==> src/rtl/dp_tap_ctrl.sv <==
// IEEE 1149.1 TAP controller for the debug port, oversampling TCK/TMS/TDI on iclk.
// Optional test reset input trstn is enabled by defining DP_TAP_TRST_EN.
module dp_tap_ctrl #(
  parameter int              IR_W         = 4,
  parameter logic [IR_W-1:0] IDCODE_INSTR = IR_W'(1),
  parameter logic [IR_W-1:0] BYPASS_INSTR = '1
) (
  input  logic            iclk,
  input  logic            ireset,
`ifdef DP_TAP_TRST_EN
  input  logic            trstn,
`endif
  input  logic            tck,
  input  logic            tms,
  input  logic            tdi,
  output logic            tdo,
  output logic            tdo_en,
  output logic            sdi,
  input  logic            sdo_br,
  input  logic            sdo_dr,
  output logic            clock_dr,
  output logic            shift_dr,
  output logic            update_dr,
  output logic [IR_W-1:0] ir,
  output logic            sel_bypass
);

  localparam logic [3:0] TEST_LOGIC_RESET = 4'hF;
  localparam logic [3:0] RUN_TEST_IDLE    = 4'hC;
  localparam logic [3:0] SELECT_DR        = 4'h7;
  localparam logic [3:0] CAPTURE_DR       = 4'h6;
  localparam logic [3:0] SHIFT_DR         = 4'h2;
  localparam logic [3:0] EXIT1_DR         = 4'h1;
  localparam logic [3:0] PAUSE_DR         = 4'h3;
  localparam logic [3:0] EXIT2_DR         = 4'h0;
  localparam logic [3:0] UPDATE_DR        = 4'h5;
  localparam logic [3:0] SELECT_IR        = 4'h4;
  localparam logic [3:0] CAPTURE_IR       = 4'hE;
  localparam logic [3:0] SHIFT_IR         = 4'hA;
  localparam logic [3:0] EXIT1_IR         = 4'h9;
  localparam logic [3:0] PAUSE_IR         = 4'hB;
  localparam logic [3:0] EXIT2_IR         = 4'h8;
  localparam logic [3:0] UPDATE_IR        = 4'hD;

  logic [2:0]      tck_sync_q, tck_sync_d;
  logic [1:0]      tms_sync_q, tms_sync_d;
  logic [1:0]      tdi_sync_q, tdi_sync_d;
  logic            tck_rise, tck_fall, tms_s;
  logic [3:0]      state_q, state_d;
  logic [IR_W-1:0] ir_shift_q, ir_shift_d;
  logic [IR_W-1:0] ir_q, ir_d;
  logic            tdo_q, tdo_d;
  logic            tdo_en_q, tdo_en_d;
  logic            tap_rst;

  // Test reset clears the TAP state but leaves the synchronizers running.
`ifdef DP_TAP_TRST_EN
  assign tap_rst = ireset | ~trstn;
`else
  assign tap_rst = ireset;
`endif

  assign tck_sync_d = {tck_sync_q[1:0], tck};
  assign tms_sync_d = {tms_sync_q[0], tms};
  assign tdi_sync_d = {tdi_sync_q[0], tdi};

  // NOTE: sequential state uses non-blocking assignments so every flop samples pre-edge values.
  always_ff @(posedge iclk or posedge ireset) begin
    if (ireset) begin
      tck_sync_q <= '0;
      tms_sync_q <= '0;
      tdi_sync_q <= '0;
    end else begin
      tck_sync_q <= tck_sync_d;
      tms_sync_q <= tms_sync_d;
      tdi_sync_q <= tdi_sync_d;
    end
  end

  assign tck_rise = tck_sync_q[1] & ~tck_sync_q[2];
  assign tck_fall = ~tck_sync_q[1] & tck_sync_q[2];
  assign tms_s    = tms_sync_q[1];
  assign sdi      = tdi_sync_q[1];

  function automatic logic [3:0] next_state(input logic [3:0] s, input logic m);
    case (s)
      TEST_LOGIC_RESET: next_state = m ? TEST_LOGIC_RESET : RUN_TEST_IDLE;
      RUN_TEST_IDLE:    next_state = m ? SELECT_DR  : RUN_TEST_IDLE;
      SELECT_DR:        next_state = m ? SELECT_IR  : CAPTURE_DR;
      CAPTURE_DR:       next_state = m ? EXIT1_DR   : SHIFT_DR;
      SHIFT_DR:         next_state = m ? EXIT1_DR   : SHIFT_DR;
      EXIT1_DR:         next_state = m ? UPDATE_DR  : PAUSE_DR;
      PAUSE_DR:         next_state = m ? EXIT2_DR   : PAUSE_DR;
      EXIT2_DR:         next_state = m ? UPDATE_DR  : SHIFT_DR;
      UPDATE_DR:        next_state = m ? SELECT_DR  : RUN_TEST_IDLE;
      SELECT_IR:        next_state = m ? TEST_LOGIC_RESET : CAPTURE_IR;
      CAPTURE_IR:       next_state = m ? EXIT1_IR   : SHIFT_IR;
      SHIFT_IR:         next_state = m ? EXIT1_IR   : SHIFT_IR;
      EXIT1_IR:         next_state = m ? UPDATE_IR  : PAUSE_IR;
      PAUSE_IR:         next_state = m ? EXIT2_IR   : PAUSE_IR;
      EXIT2_IR:         next_state = m ? UPDATE_IR  : SHIFT_IR;
      UPDATE_IR:        next_state = m ? SELECT_DR  : RUN_TEST_IDLE;
      default:          next_state = TEST_LOGIC_RESET;
    endcase
  endfunction

  always_comb begin
    // NOTE: every signal gets a default first so no path can infer a latch.
    state_d    = state_q;
    ir_shift_d = ir_shift_q;
    ir_d       = ir_q;
    tdo_d      = tdo_q;
    tdo_en_d   = tdo_en_q;

    if (tck_rise) begin
      if (state_q == CAPTURE_IR) ir_shift_d = IR_W'(2'b01);
      if (state_q == SHIFT_IR)   ir_shift_d = {sdi, ir_shift_q[IR_W-1:1]};
      state_d = next_state(state_q, tms_s);
    end

    // TDO changes on the falling TCK so the host samples it stable on the next rise.
    if (tck_fall) begin
      if (state_q == UPDATE_IR) ir_d = ir_shift_q;
      case (state_q)
        SHIFT_DR: begin
          tdo_d    = sel_bypass ? sdo_br : sdo_dr;
          tdo_en_d = 1'b1;
        end
        SHIFT_IR: begin
          tdo_d    = ir_shift_q[0];
          tdo_en_d = 1'b1;
        end
        default: begin
          tdo_d    = 1'b0;
          tdo_en_d = 1'b0;
        end
      endcase
    end

    if (state_q == TEST_LOGIC_RESET) ir_d = IDCODE_INSTR;
  end

  always_ff @(posedge iclk or posedge tap_rst) begin
    if (tap_rst) begin
      state_q    <= TEST_LOGIC_RESET;
      ir_shift_q <= '0;
      ir_q       <= IDCODE_INSTR;
      tdo_q      <= 1'b0;
      tdo_en_q   <= 1'b0;
    end else begin
      state_q    <= state_d;
      ir_shift_q <= ir_shift_d;
      ir_q       <= ir_d;
      tdo_q      <= tdo_d;
      tdo_en_q   <= tdo_en_d;
    end
  end

  assign clock_dr   = tck_rise & ((state_q == CAPTURE_DR) | (state_q == SHIFT_DR));
  assign shift_dr   = (state_q == SHIFT_DR);
  assign update_dr  = tck_fall & (state_q == UPDATE_DR);
  assign ir         = ir_q;
  assign sel_bypass = (ir_q == BYPASS_INSTR);
  assign tdo        = tdo_q;
  assign tdo_en     = tdo_en_q;

endmodule

==> config.mk <==
export PLATFORM = sky130hd
export DESIGN_NAME = dp_tap_ctrl
export DESIGN_NICKNAME = d
export VERILOG_FILES = /design/src/rtl/dp_tap_ctrl.sv
export SDC_FILE = /design/constraint.sdc
export NUM_CORES = 1
export LEC_CHECK = 0
export CAP_MARGIN = 20
export CELL_PAD_IN_SITES_DETAIL_PLACEMENT = 1
export CELL_PAD_IN_SITES_GLOBAL_PLACEMENT = 1
export CORE_AREA = 10 10 60 62
export CTS_BUF_LIST = sky130_fd_sc_hd__clkbuf_16
export DETAILED_ROUTE_END_ITERATION = 8
export DIE_AREA = 0 0 70 72
export PLACE_DENSITY = 0.75
export SLEW_MARGIN = 20
export SYNTH_ARGS = -nofsm -noshare
export SYNTH_HDL_FRONTEND = slang
export SYNTH_SLANG_ARGS = --single-unit
==> constraint.sdc <==
create_clock -name iclk -period 2.05 [get_ports iclk]
set_input_delay 0.41 -clock iclk [delete_from_list [all_inputs] [get_ports iclk]]
set_output_delay 0.41 -clock iclk [all_outputs]
set_load 0.1 [all_outputs]
== Word level (Yosys, flattened, before mapping) ==
Cells that the tools add are included.
Widths: inputs -> output; s select.
Operators by class
  order comparisons: 0
  multipliers: 0
  add/subtract/negate cells: 0
  shift-type cells: 0
  muxes and demuxes: 21
  eq/ne operators: 16
  divide/modulo/power cells: 0
  reduce and logical (&&, ||, !) cells: 10
  bitwise gates (word level): 7
Operator list (number)
  $pmux 4 s12: 1
  $eq 4x4->1 const B: 9
  $mux 4: 6
  $eq 4x3->1 const B: 4
  $mux 2: 6
  $mux 3: 4
  $eq 4x2->1 const B: 2
  $reduce_bool 2->1: 3
  $reduce_or 2->1: 3
  $and 1x1->1: 4
  $eq 4x1->1 const B: 1
  $logic_not 4->1: 1
  $reduce_and 2->1: 2
  $mux 1: 3
  $reduce_or 3->1: 1
  $not 1->1: 2
  $pmux 1 s2: 1
  $or 1x1->1: 1
Storage, ports and cells
  memory bits (read-only): 0
  bits in writable memories: 0
  latch bits: 0
  word-level logic and storage cells: 62
  memories kept: 0
  input bits: 7
  register bits: 21

== Longest topological paths before layout ==
Gate-level depths: netlist of the first run.
  depth in word-level cells: 4
  gate-level depth with buffers: 4
  depth with buffers taken out: 3

== Worst setup path after synthesis of the first run ==
Ideal clock, no wire load.
  path kind: register -> output
  from: register state_q[0]
  to: output update_dr
  stages on the path, launching flop included: 4
  data required time: 1640 ps
  setup slack: -1942 ps
  arrival time: 3582 ps
  path through: dfstp_2 buf_6 inv_1 nor4_1
On the way
  word-level cells in the longest chain between the ends: 2
Ends and longest elaborated chain
  start, declared: RTL line 49  | logic [3:0] state_q, state_d;
  start signal, assigned: RTL line 151  | state_q <= state_d;
  $eq 4x3->1: RTL line 161  | assign update_dr = tck_fall & (state_q == UPDATE_DR);
  $and 1x1->1: RTL line 161
  end, declared: RTL line 23  | output logic update_dr,
No other way between the ends.

== Final worst setup path of the first run ==
Ends and elaborated chain as after synthesis.

==> results of run 1 <==
## area by class of cell
type / instances / area share
flip-flops and latches: 21 / 0.403
multi-input cells: 56 / 0.323
repair buffers: 19 / 0.166
clock buffers: 3 / 0.0566
well taps: 30 / 0.0283
inverters: 7 / 0.0198
clock inverters: 1 / 0.00283
## power groups by stage
stage / Clock [mW] / Sequential (mW) / Combinational [mW]
after floorplan: 0 / 0.836 / 0.474
after global placement: 0 / 0.693 / 0.805
after detailed placement: 0 / 0.707 / 0.827
after CTS: 0.416 / 0.698 / 0.832
after global routing: 0.440 / 0.723 / 0.878
final: 0.407 / 0.697 / 0.820
## worst paths after layout
path / slack [ns] / start / to
setup / recovery: 0.1 / state_q[0]$_DFFE_PP1P_ / update_dr
hold / removal: 0.35 / tms_sync_q[0]$_DFF_PP0_ / tms_sync_q[1]$_DFF_PP0_
setup reg to reg: 0.46 / state_q[3]$_DFFE_PP1P_ / ir[0]$_DFFE_PP1P_
hold reg to reg: 0.35 / tms_sync_q[0]$_DFF_PP0_ / tms_sync_q[1]$_DFF_PP0_
max in group asynchronous: 1.29 / ireset / ir[0]$_DFFE_PP1P_
min in group asynchronous: 0.49 / ireset / tdi_sync_q[1]$_DFF_PP0_
## worst max-delay path, stage by stage, from the launching register on
cell     delay, ns
dfstp_2       0.61
inv_1         0.13
nor4_4        0.33
buf_12        0.22
## cells in the final DEF (no fill, tap or decap), drive strengths merged, types with 5 or more instances in the layout
cell	netlist	routed
nand2	8	8
inv	7	8
nor2	5	5
clkdlybuf4s50	0	6
buf	3	13
dfrtp	16	16
mux2	5	5
dfstp	5	5
o21ai	5	5
## kinds of logic after synthesis
group                  Yosys count
buffers and inverters           10
AND/OR/NAND/NOR                 32
flip-flops                      21
AO/OA/AOI/OAI                   15
multiplexers                     9
## sequential cells by signal, summed over array words and instances (netlist names)
signal      count
tms_sync_q      2
ir              4
tdo             1
tck_sync_q      3
ir_shift_q      4
tdi_sync_q      2
state_q         4
tdo_en          1
## cell usage after synthesis (all sizes together)
master   count
o32a         1
buf          3
nand3        1
nor2b        3
and3         1
or3          1
o21ai        5
nand2b       4
o31ai        1
nor3b        1
o2111ai      1
inv          7
nand2        8
a2111oi      1
nor2         5
dfstp        5
nand4        1
o211ai       1
nor3         3
and2         1
a32o         1
and2b        1
and4         1
nor4         1
dfrtp       16
mux2         5
mux2i        4
a21oi        4
## routing by layer
layer	routed length [um]	up-vias
met5	0	-
met3	90	5
met2	1030	17
met1	1070	367
li1	-	341
met4	35	0
## metrics by stage
| step | util | TNS, ns | total power, mW | instance area (sq um) | setup WS (ns) |
|---|---|---|---|---|---|
| 2_1_floorplan | - | -0.148 | 1.31 | 1010 | -0.148 |
| 3_3_place_gp | 0.513 | 0 | 1.50 | 1250 | 0.428 |
| 3_5_place_dp | 0.513 | 0 | 1.53 | 1250 | 0.372 |
| 4_1_cts | 0.546 | 0 | 1.95 | 1330 | 0.0948 |
| 5_1_grt | 0.546 | 0 | 2.04 | 1330 | 0.0323 |
| 6_report | 0.546 | 0 | 1.92 | 1330 | 0.0961 |
==> summary.txt, run 1 <==
Die
  – Die Y: 72 um
  – Ports: 18
  – Core area: ~2400 sq um
  – DIE WIDTH: approximately 70 um
  – Site Rows: 18
  – Initial Utilization: 0.399
  – Die ar.: 5040 sq um

Detailed routing
  – Drt pass-1 iters: 4
  – Routed wire length: 2220 um
  – Via Count: between 700 and 800
  – Remaining DRCs: 0
  – Antenna Nets Post-Route: 0
  – Vias/cell: 5.33
  – Wire per inst: approximately 16 um
  – Initial DRC Count: 37

Pwr
  – Pwr dens: 1450 nW/um^2
  – Pleak: between 0.5 and 0.6 nW
  – Pint: 1.08 mW
  – Clock Power Share: 0.211
  – Net Sw Frac: 0.437
  – Comb power frac: 0.426
  – P_sw: 841 uW
  – Reg power frac: 0.362
  – VDD IR max: 0.00101 V

Clocking
  – H-tree Lvls: 1
  – Hold_buf cts: 0
  – Clock Latency Late Sink: 0.25 ns
  – Clock Path Buffers: 2
  – Clk sinks: 21
  – Clock root buffer: clkbuf_16
  – Cts bufs inserted: 3
  – Gates resized, CTS repair: 0
  – Post CTS Setup Buffer Count: 0
  – Clock-pin transition on the worst setup and hold timing paths: about 0.060 ns
  – CTS tree: built

Timing
  – Fmax: 0.512 GHz
  – Final Skew: 0.00229 ns
  – Fin crit share: 0.953
  – Least-Margin Pin Slew: 0.334 ns
  – Max-slew headroom: 0.777
  – Hold WS: roughly 0.35 ns
  – Final slew viol count: 0
  – Final setup vio count: 0
  – Final Hold Fails: 0
  – Setup repair after global routing missed its margin: false
  – Period minus WS final: 1.95 ns

Placed design
  – RD Place Congestion: 0.824
  – Post-DP HPWL: between 1500 and 2000 um
  – Dpl cells: 133
  – PortBufs: 17

GRT
  – Initial antenna violation count: 0
  – First-pass GRT wire length: 3950 um
  – GR Layer Usage met1: 0.121
  – Global routing met2 resource utilization: 0.146
  – Most Crowded Layer GR: met2
  – Vias in the first global route: 749
  – M3 GR Usage: 0.0286
  – Largest net degree at the start of global routing: 22
  – GRT Overall Usage: 0.0949
  – Gr ovfl total: 0

Critical path
  – R2R cell count: 3
  – Startpoint Class: flip-flop
  – WS Path Type: flip-flop to primary output
  – Max FO, Critical Path: 10
  – Data arrival, critical path: 1.54 ns
  – Crit. End Element: primary output
  – Required time of the critical path: 1.64 ns

Synthesis
  – Synth cell types: 33
  – Largest cells by area after synthesis: dfrtp_1 41%, dfstp_2 14%, mux2_2 4.6%, mux2i_1 4.1%, nand2_1 3.1%
  – Mux cell area share after synthesis: 0.0994
  – Synth Instances: 87
  – Synth Area in Adders: 0
  – Share of the synthesized area in the top cell type: 0.413
  – Mean Syn Cell Area: ~11 sq um
  – Register bit total from synthesis: 21
  – Synth Cell Area: 970 sq um
  – Simple-gate portion of the synthesized area: 0.185
  – Sequential share of the synthesized area: 0.548
  – Warning count from the yosys run: 0
  – Largest family of logic cells by synthesized area: simple AND/OR/NAND/NOR gates
  – Biggest area consumer among synthesized cells: dfrtp_1
  – XOR/XNOR Fraction of Synth Area: 0
  – Post-synthesis net count: 94
  – Area fraction in compound gates after synthesis: 0.119

Layout
  – ANT cells: 0
  – Sequential Area: 536 sq um
  – Nets@finish: approximately 120
  – Share of post-route cells with drive strength above 1: 0.355
  – Area grow syn2layout: 36.9%
  – Fill cells: 255
  – Multi-input logic area: 429 sq um
  – Finished Layout Cells: between 100 and 150

Job
  – Max-Cap Viols: 0

Min path
  – Hold path cells: 0
  – Min-Delay Path Class: flip-flop to flip-flop

Run status
  – Status: finished, final reports clean
Note: power is estimated with default switching activity, not from simulation.
==> run 2: changes to the inputs <==
- CORE_AREA: 10 10 60 62 -> 2 2 53 55
- DIE_AREA: 0 0 70 72 -> 0 0 55 57
- PLACE_DENSITY: 0.75 -> 0.73
==> run 2 against run 1 <==
Compared with the run above:
- sequential share of layout area decreased by 0.076 points
- critical path type unchanged
- register-to-register slack improved by 0.03 ns
- critical path depth stayed put
- routed wire length fell by 13%
- global-route usage increased by 5.7 points
- first-iteration DRC count decreased by 86%
- clock power grew 2%
- die area is 38% lower
- combinational power decreased by 3.4%
- largest cell class unchanged
- total power shrank 0.32%
- worst setup slack improved by 0.033 ns
==> summary.txt, run 2 (synthesis gave the netlist of run 1 again) <==
GRT
  – Initial antenna violation count: 0
  – Most Crowded Layer GR: met2
  – Largest net degree at the start of global routing: 22
  – Gr ovfl total: 0
  – Global routing met2 resource utilization: 0.241
  – GR Layer Usage met1: 0.192
  – Vias in the first global route: ~720
  – GRT Overall Usage: 0.152
  – M3 GR Usage: 0.0393
  – First-pass GRT wire length: 3380 um

Clocking
  – Cts bufs inserted: 3
  – Post CTS Setup Buffer Count: 0
  – Clock-pin transition on the worst setup and hold timing paths: 0.05 ns
  – H-tree Lvls: 1
  – Clock Path Buffers: 2
  – CTS tree: built
  – Clock root buffer: clkbuf_16
  – Gates resized, CTS repair: 0
  – Clock Latency Late Sink: 0.26 ns
  – Clk sinks: 21
  – Hold_buf cts: 0

Die
  – Initial Utilization: 0.371
  – Site Rows: 19
  – DIE WIDTH: 55 um
  – Core area: 2620 sq um
  – Die Y: 57 um
  – Ports: 18
  – Die ar.: 3140 sq um

Critical path
  – R2R cell count: 4
  – Startpoint Class: flip-flop
  – Required time of the critical path: about 1.6 ns
  – WS Path Type: flip-flop to primary output
  – Data arrival, critical path: 1.51 ns
  – Crit. End Element: primary output
  – Max FO, Critical Path: 10

Pwr
  – VDD IR max: 0.000913 V
  – Tot Pwr: 1.92 mW
  – Pwr dens: 1440 nW/um^2
  – Pleak: 0.568 nW

Layout
  – Fill cells: between 200 and 300
  – Area grow syn2layout: 37.2%
  – Leading cell type in the layout, fill and taps excluded: dfrtp_1
  – Nets@finish: 115
  – Most frequent cells in the layout: 13 x dfrtp_1, 8 x nand2_1, 8 x buf_4
  – Core Util, Final: 0.509
  – Share of post-route cells with drive strength above 1: 0.364
  – ANT cells: 0

Placed design
  – PortBufs: 17
  – RD Place Congestion: 0.760
  – Post-DP HPWL: around 1400 um

Detailed routing
  – Drt pass-1 iters: 2
  – Wire per inst: 13.9 um
  – Vias/cell: 5.07
  – Antenna Nets Post-Route: 0
  – Initial DRC Count: 5
  – Remaining DRCs: 0
  – Routed wire length: 1920 um
  – Via Count: about 700

Min path
  – Min-Delay Path Class: flip-flop to flip-flop
  – Hold path cells: 0

Timing
  – Least-Margin Pin Slew: 0.330 ns
  – Fin crit share: 0.937
  – Setup repair after global routing missed its margin: false
  – Total negative slack: 0 ns
  – Max-slew headroom: 0.780
  – Hold WS: approximately 0.35 ns
  – Fmax: 0.520 GHz
  – Final Hold Fails: 0
  – Final setup vio count: 0
  – Final Skew: 0.00506 ns
  – Period minus WS final: 1.92 ns
  – Final slew viol count: 0

Job
  – Max-Cap Viols: 0

Run status
  – Status: finished, final reports clean
[run 2: cell count changes in the layout (fill, tap and decap cells not counted)]
cell	before	now
clkinv_2	0	1
inv_1	7	6
[run 2: per-layer routing]
layer	share of wire	vias to the layer above
met3	0.043	2
li1	-	340
met1	0.45	340
met2	0.49	17
met5	0	-
met4	0.012	0
[run 2: area by class of cell]
class / instances / area (sq um) / area share
Clock inverter: 1 / 5.00 / 0.00376
Sequential cell: 21 / 536 / 0.403
Tap cell: 31 / 38.8 / 0.0292
Multi-Input combinational cell: 56 / 429 / 0.323
Inverter: 7 / 26.3 / 0.0198
Clock buffer: 3 / 75.1 / 0.0564
Timing Repair Buffer: 19 / 220 / 0.166
[run 2: path summary, 6_finish.rpt]
path                                    startpoint  slack, ns                       to
setup / recovery            state_q[0]$_DFFE_PP1P_       0.13                update_dr
hold / removal             tms_sync_q[0]$_DFF_PP0_       0.35  tms_sync_q[1]$_DFF_PP0_
setup reg to reg            state_q[2]$_DFFE_PP1P_       0.49        ir[0]$_DFFE_PP1P_
hold reg to reg            tms_sync_q[0]$_DFF_PP0_       0.35  tms_sync_q[1]$_DFF_PP0_
max in group asynchronous                   ireset       1.29   state_q[2]$_DFFE_PP1P_
min in group asynchronous                   ireset       0.48  tck_sync_q[0]$_DFF_PP0_
[run 2: power breakdown]
group	switching (mW)	internal (mW)	leakage (nW)	total, mW
clock	0.152	0.262	0.0409	0.414
sequential	0.160	0.552	0.251	0.711
combinational	0.521	0.271	0.276	0.792
total	0.833	1.08	0.568	1.92
[run 2: stage by stage]
stage	setup slack, ns	cell area, sq um	instances
after global routing	0.0655	1330	138
final	0.129	1330	138
after CTS	0.111	1330	138
after global placement	0.425	1250	134
after floorplan	-0.148	1010	87
after detailed placement	0.392	1250	134
[run 2: worst max-delay path, stage by stage, from the launching register on]
cell	delay, ns
dfstp_2	0.61
inv_1	0.12
nor4_4	0.31
buf_12	0.21
==> RTL change 1: new RTL, settings of run 2 <==
Set the parameter `IR_W` to 3 (it was 4).
--- a/src/rtl/dp_tap_ctrl.sv
+++ b/src/rtl/dp_tap_ctrl.sv
@@ -2,5 +2,5 @@
 // Optional test reset input trstn is enabled by defining DP_TAP_TRST_EN.
 module dp_tap_ctrl #(
-  parameter int              IR_W         = 4,
+  parameter int              IR_W         = 3,
   parameter logic [IR_W-1:0] IDCODE_INSTR = IR_W'(1),
   parameter logic [IR_W-1:0] BYPASS_INSTR = '1
Interface: changed (resized ir); port bits go from 18 to 17. The function was not compared with the original's and may differ.
==> RTL change 1 against run 2 <==
Wire length shrank 0.16%. Cell area is 6.3% lower. Sequential cell count fell by 2. Area after synthesis decreased by 9.8%. Cell count down 5.8%. Via count fell by 4.6%. Worst hold slack lost 0.00078 ns. Register-to-register slack gained 0.02 ns. Setup slack got worse by 0.092 ns. Power down 11%. Critical endpoint is now shift_dr. Highest routed layer unchanged.
==> RTL change 1: results (changes against run 2) <==
Cells and area
The number of inserted filler cells in the final layout is 294 (-0.68%). The fraction of layout cells with a size suffix above 1 was 38.38% (+1.9 points). The net count of the finished layout was 107 (-7.0%).

The register with the most flip-flops in the layout has 4 of them.

Power and ir drop
The share of total power in sequential cells was 38.1% (+1.0 points). Of all power groups, the one with the highest power is registers. The maximum vdd ir drop is 0.0008000 V (-12%). The fraction of power spent switching nets is 39.84% (-3.6 points). The leakage power is 0.5449 nW (-4.1%). The share of power burned in combinational logic is 38.2% (-3.1 points).

Routing
The met3 wire length is 95 µm (+14%). The vias after detailed routing is 667 (-4.6%). The total routed wire length on the met1 layer is 805 µm (-7.2%). The number of optimization iterations in the first detailed-route pass is 4 (+2). The met2 wirelength from detailed routing is 985 µm (+3.9%). The count of routing violations after the opening detailed-route iteration came to 6 (+1). The routed wire length came to 1921 µm (-0.16%).

Global routing
The wire length of the first global-routing pass is 3118 µm (-7.8%). The number of global-route vias before repair was 685 (-4.3%). The routing usage on met1 was 17.78% (-1.4 points). The pin count of the biggest net entering global routing is 15 (-32%). The aggregate global-route resource usage came to 14.45% (-0.70 points). The met3 track demand over resource in global routing was 6.283% (+2.4 points). The fraction of met2 tracks used by global routing is 21.77% (-2.4 points).

Clocking
The TritonCTS buffer count was 3 (unchanged).

Synth
The post-synthesis net count was 85 (-9.6%). The share of the synthesized area in compound gates (AO/OA/AOI/OAI) was 17.60% (+5.7 points). The number of warnings reported in the yosys synthesis log is 0 (unchanged). The share of synthesized area occupied by flip-flops and latches is 55.08% (+0.24 points).

After synthesis, the most frequently instantiated cells are 14 x sky130_fd_sc_hd__dfrtp_1, 7 x sky130_fd_sc_hd__o21ai_0, 5 x sky130_fd_sc_hd__dfstp_2, 5 x sky130_fd_sc_hd__inv_1, 5 x sky130_fd_sc_hd__nor2_1. The proportion of synthesized flip-flops having asynchronous set or reset is 100.0% (unchanged). The mux contribution to synthesized area is 5.007% (-4.9 points). Sorting the synthesized cells by area gives the leading types as sky130_fd_sc_hd__dfrtp_1 40%, sky130_fd_sc_hd__dfstp_2 15%, sky130_fd_sc_hd__o21ai_0 4.0%, sky130_fd_sc_hd__mux2_2 3.9%, sky130_fd_sc_hd__buf_6 2.6%.

Placed design
The half-perimeter wire length of the detailed placement result is 1294 µm (-7.5%). The final weighted congestion in routability-driven placement is 0.7454 (-1.9%). The total of buffers placed on input and output ports is 16 (-1). The placed standard-cell area is 1131 µm² (-9.5%).

Outcome
The flow ran to the end, and the final reports show no timing, DRC or antenna violations.

Setup path
The maximum fanout along the worst path was 8 (-2). The critical path data arrival time is 1.60 ns (+0.09 ns).

Worst hold path
The classification of the worst-slack hold path is input port to async pin.

STA
The max-slew headroom at the worst pin is 77.93% (-0.078 points). The final worst clock skew is 0.001761 ns (-0.003294 ns).
## RTL change 1: kinds of logic (layout without fill, tap and decap cells)
kind of cell	after synthesis	count (layout)
flops	19	19
buf+inv	10	31
mux	4	4
compound gates	22	22
simple gates	23	23
## RTL change 1: cell type report
class	instances	share of cell area, %
inverter	5	1.707
multi-input combinational	49	30.42
clock buffer	3	6.024
clock inverter	1	0.6024
sequential	19	38.65
timing repair buffer	22	19.48
tap	31	3.112
## RTL change 1: worst paths after layout
path | from | endpoint | slack (ns) | depth (start not counted)
max reg2reg | state_q[1] | tdo | 0.51 | 4
min in group iclk | tdi_sync_q[0] | tdi_sync_q[1] | 0.35 | 0
max in group asynchronous | ireset | state_q[0] | 1.18 | 3
min reg2reg | tdi_sync_q[0] | tdi_sync_q[1] | 0.35 | 0
max | state_q[1] | shift_dr | 0.04 | 3
min | ireset | tms_sync_q[0] | 0.35 | 2
## RTL change 1: through the flow
stage          total power [mW]  setup slack [ns]  util (%)  cells
2_1_floorplan             1.116           -0.2465         -     78
3_3_place_gp              1.233            0.1897     43.25    122
3_5_place_dp              1.251            0.1909     43.25    122
4_1_cts                   1.688           0.01069     46.70    127
5_1_grt                   1.819         -0.007326     47.66    130
6_report                  1.715           0.03717     47.66    130
## RTL change 1: worst reg2reg max path: stages, from the launching register on
cell                       delay, ns
sky130_fd_sc_hd__dfstp_2        0.62
sky130_fd_sc_hd__or3b_4         0.42
sky130_fd_sc_hd__buf_4          0.15
sky130_fd_sc_hd__a211oi_2       0.14
sky130_fd_sc_hd__a22o_1         0.14
## RTL change 1: timing repair
item,in CTS,in global routing
resized for setup,0,1
hold buffers,0,0
endpoints found under the setup margin,1,2
pin swaps,0,1
buffers inserted,1,3
==> RTL change 2: new RTL, flow settings as in run 2 <==
Made on the original files. `ir_shift_q` no longer has a reset.
--- a/src/rtl/dp_tap_ctrl.sv
+++ b/src/rtl/dp_tap_ctrl.sv
@@ -144,5 +144,4 @@
     if (tap_rst) begin
       state_q    <= TEST_LOGIC_RESET;
-      ir_shift_q <= '0;
       ir_q       <= IDCODE_INSTR;
       tdo_q      <= 1'b0;
@@ -150,9 +149,12 @@
     end else begin
       state_q    <= state_d;
-      ir_shift_q <= ir_shift_d;
       ir_q       <= ir_d;
       tdo_q      <= tdo_d;
       tdo_en_q   <= tdo_en_d;
     end
+  end
+
+  always_ff @(posedge iclk) begin
+    ir_shift_q <= ir_shift_d;
   end
 
Function: same outputs for any inputs over 10 cycles, from zero or initial values and one cycle with ireset high; that may be too few to reach the edited logic, so the function may still have changed.
==> RTL change 2 against run 2 <==
Cell area grew 0.56%. Combinational power grew 21%. Worst hold slack is essentially flat. Wire length grew 5.6%. Largest power group unchanged. Setup slack lost 0.048 ns. Via count shrank 1.4%. Critical path depth is the same. Area after synthesis grew 2.1%. Sequential cell count is the same. Power grew 10%. Critical path type unchanged.
==> RTL change 2: results (changes against run 2) <==
Outcome
The flow ran to the end, and the final reports show no timing, DRC or antenna violations.

Global routing
The aggregate global-route resource usage is 15.36% (+0.20 points). The wire length of the first global-routing pass is 3401 µm (+0.59%). The number of global-route vias before repair is 697 (-2.7%).

The number of antenna violations at the first check in global routing came to 0 (unchanged). The pin count of the biggest net entering global routing is 18 (-18%).

Worst hold path
The path with the worst hold slack has its endpoint at tdi_sync_q[1]. The count of cells along the worst hold path came to 0 (unchanged). The worst min-delay path startpoint is tdi_sync_q[0].

Setup path
The worst setup slack for register-to-register paths is 0.45 ns (-0.04 ns). The cell type of the slowest stage on the worst timing path is sky130_fd_sc_hd__dfstp_2. The critical path data arrival time was 1.56 ns (+0.05 ns).

The startpoint identified for the worst register-to-register timing path is state_q[3]. The maximum cell stage delay along the critical path is 0.73 ns (+0.12 ns). The cell count of the worst reg-to-reg path is 2 (-2). The maximum fanout along the worst path is 14 (+4). The critical register-to-register path endpoint is ir_shift_q[2].

Power and ir drop
The leakage power was 0.5452 nW (-4.1%). The maximum vdd ir drop is 0.001135 V (+24%). The fraction of power spent switching nets came to 46.41% (+3.0 points).

Synth
The share of synthesized area occupied by flip-flops and latches is 55.75% (+0.91 points). The proportion of synthesized flip-flops having asynchronous set or reset is 80.95% (-19 points). The number of flops mapped to enable cells by yosys is 4 (+4). Ranked by instance count, the synthesized netlist is headed by 12 x sky130_fd_sc_hd__dfrtp_1, 7 x sky130_fd_sc_hd__nand2_1, 5 x sky130_fd_sc_hd__dfstp_2. The post-synthesis net count is 91 (-3.2%). The number of warnings reported in the yosys synthesis log is 0 (unchanged).

Yosys attributes the largest share of cell area to sky130_fd_sc_hd__dfrtp_1 30%, sky130_fd_sc_hd__dfstp_2 13%, sky130_fd_sc_hd__edfxtp_1 12%, sky130_fd_sc_hd__nand2b_4 4.2%, sky130_fd_sc_hd__mux2i_1 4.0%.

Routing
The via density per instance came to 5.180 (+2.3%). The average routed wire per standard cell is 15.27 µm (+9.5%). The number of optimization iterations in the first detailed-route pass is 4 (+2). The count of routing violations after the opening detailed-route iteration came to 7 (+2).

Cells and area
The net count of the finished layout is 110 (-4.3%). The fraction of layout cells with a size suffix above 1 was 35.29% (-1.2 points).

Placed design
The total of buffers placed on input and output ports is 17 (unchanged). The final weighted congestion in routability-driven placement was 0.7833 (+3.1%). The post-place setup slack was 0.3547 ns (-0.03685 ns).

The half-perimeter wire length of the detailed placement result was 1349 µm (-3.6%).

STA
The slew at the pin closest to its max-slew limit came to 0.6386 ns (+0.3087 ns). The final worst clock skew is 0.002462 ns (-0.002593 ns).

Clocking
The root buffer cell chosen for the clock tree is sky130_fd_sc_hd__clkbuf_16. The H-tree depth reported by CTS is 1 (unchanged). The clock latency on the worst-skew pair was 0.26 ns (about the same). The clock tree buffer depth was 2 (unchanged). The TritonCTS buffer count came to 3 (unchanged).
RTL change 2: changes by cell type after synthesis, moves of 3 or more:
cell                       before  now
sky130_fd_sc_hd__and2_1         1    4
sky130_fd_sc_hd__o21ai_1        0    3
sky130_fd_sc_hd__buf_4          0    3
sky130_fd_sc_hd__nand2b_4       0    3
sky130_fd_sc_hd__edfxtp_1       0    4
sky130_fd_sc_hd__dfrtp_1       16   12
sky130_fd_sc_hd__mux2_2         4    0
RTL change 2: worst max path at each step:
| stage | from | slack, ns | cells after the start | to |
|---|---|---|---|---|
| 2_1_floorplan | state_q[2] | -0.15 | 3 | update_dr |
| 3_3_place_gp | state_q[2] | 0.39 | 3 | update_dr |
| 3_5_place_dp | state_q[2] | 0.35 | 3 | update_dr |
| 4_1_cts | state_q[2] | 0.04 | 3 | update_dr |
| 5_1_grt | state_q[0] | 0.02 | 3 | update_dr |
| 6_report | state_q[0] | 0.08 | 3 | update_dr |
RTL change 2: worst max-delay path: cells and delay by family (launching register included):
kind | cells | cell delay [ns]
DFF | 1 | 0.73
and+or+nand+nor | 1 | 0.24
buffers and inverters | 2 | 0.32
RTL change 2: power groups by stage:
stage | sequential, mW | combinational, mW | clock (mW)
2_1_floorplan | 0.970 | 0.522 | 0
3_3_place_gp | 0.764 | 0.905 | 0
3_5_place_dp | 0.775 | 0.919 | 0
4_1_cts | 0.770 | 0.932 | 0.421
5_1_grt | 0.770 | 1.01 | 0.454
6_report | 0.750 | 0.955 | 0.413
RTL change 2: area by class of cell:
class                      count  area (µm²)
fill                         286        1277
sequential                    21       555.5
multi-input combinational     53       427.9
timing repair buffer          18       212.7
clock buffer                   3       75.07
tap                           31       38.79
inverter                       6       22.52
clock inverter                 1       5.005
RTL change 2: kinds of logic after synthesis:
family          share of synthesized area [%]
simple gates                            22.38
compound gates                          10.49
mux                                     6.321
buf+inv                                 5.056
flops                                   55.75
RTL change 2: per-stage QoR:
stage               hold WS (ns)  instance area (µm²)  util (%)  cells
floorplan                 0.3312                 1037         -     84
global placement          0.3331                 1250     47.80    128
detailed placement        0.3358                 1250     47.80    128
CTS                       0.3488                 1330     50.86    132
global route              0.3582                 1338     51.15    133
finish                    0.3508                 1338     51.15    133
RTL change 2: per-layer routing:
layer | vias to the layer above | track usage (%) | part of all wire (%) | wire length, µm
li1 | 329 | - | - | -
met1 | 340 | 20.55 | 46 | 935
met2 | 17 | 23.47 | 48 | 976
met3 | 3 | 3.927 | 4.4 | 89
met4 | 0 | 6.272 | 1.4 | 29
met5 | - | 0 | 0 | 0
RTL change 2: repair_timing:
| action | 4_1_cts | 5_1_grt |
|---|---|---|
| setup buffers | 0 | 1 |
| hold endpoints to repair | 0 | 0 |
| setup endpoints to repair | 0 | 1 |
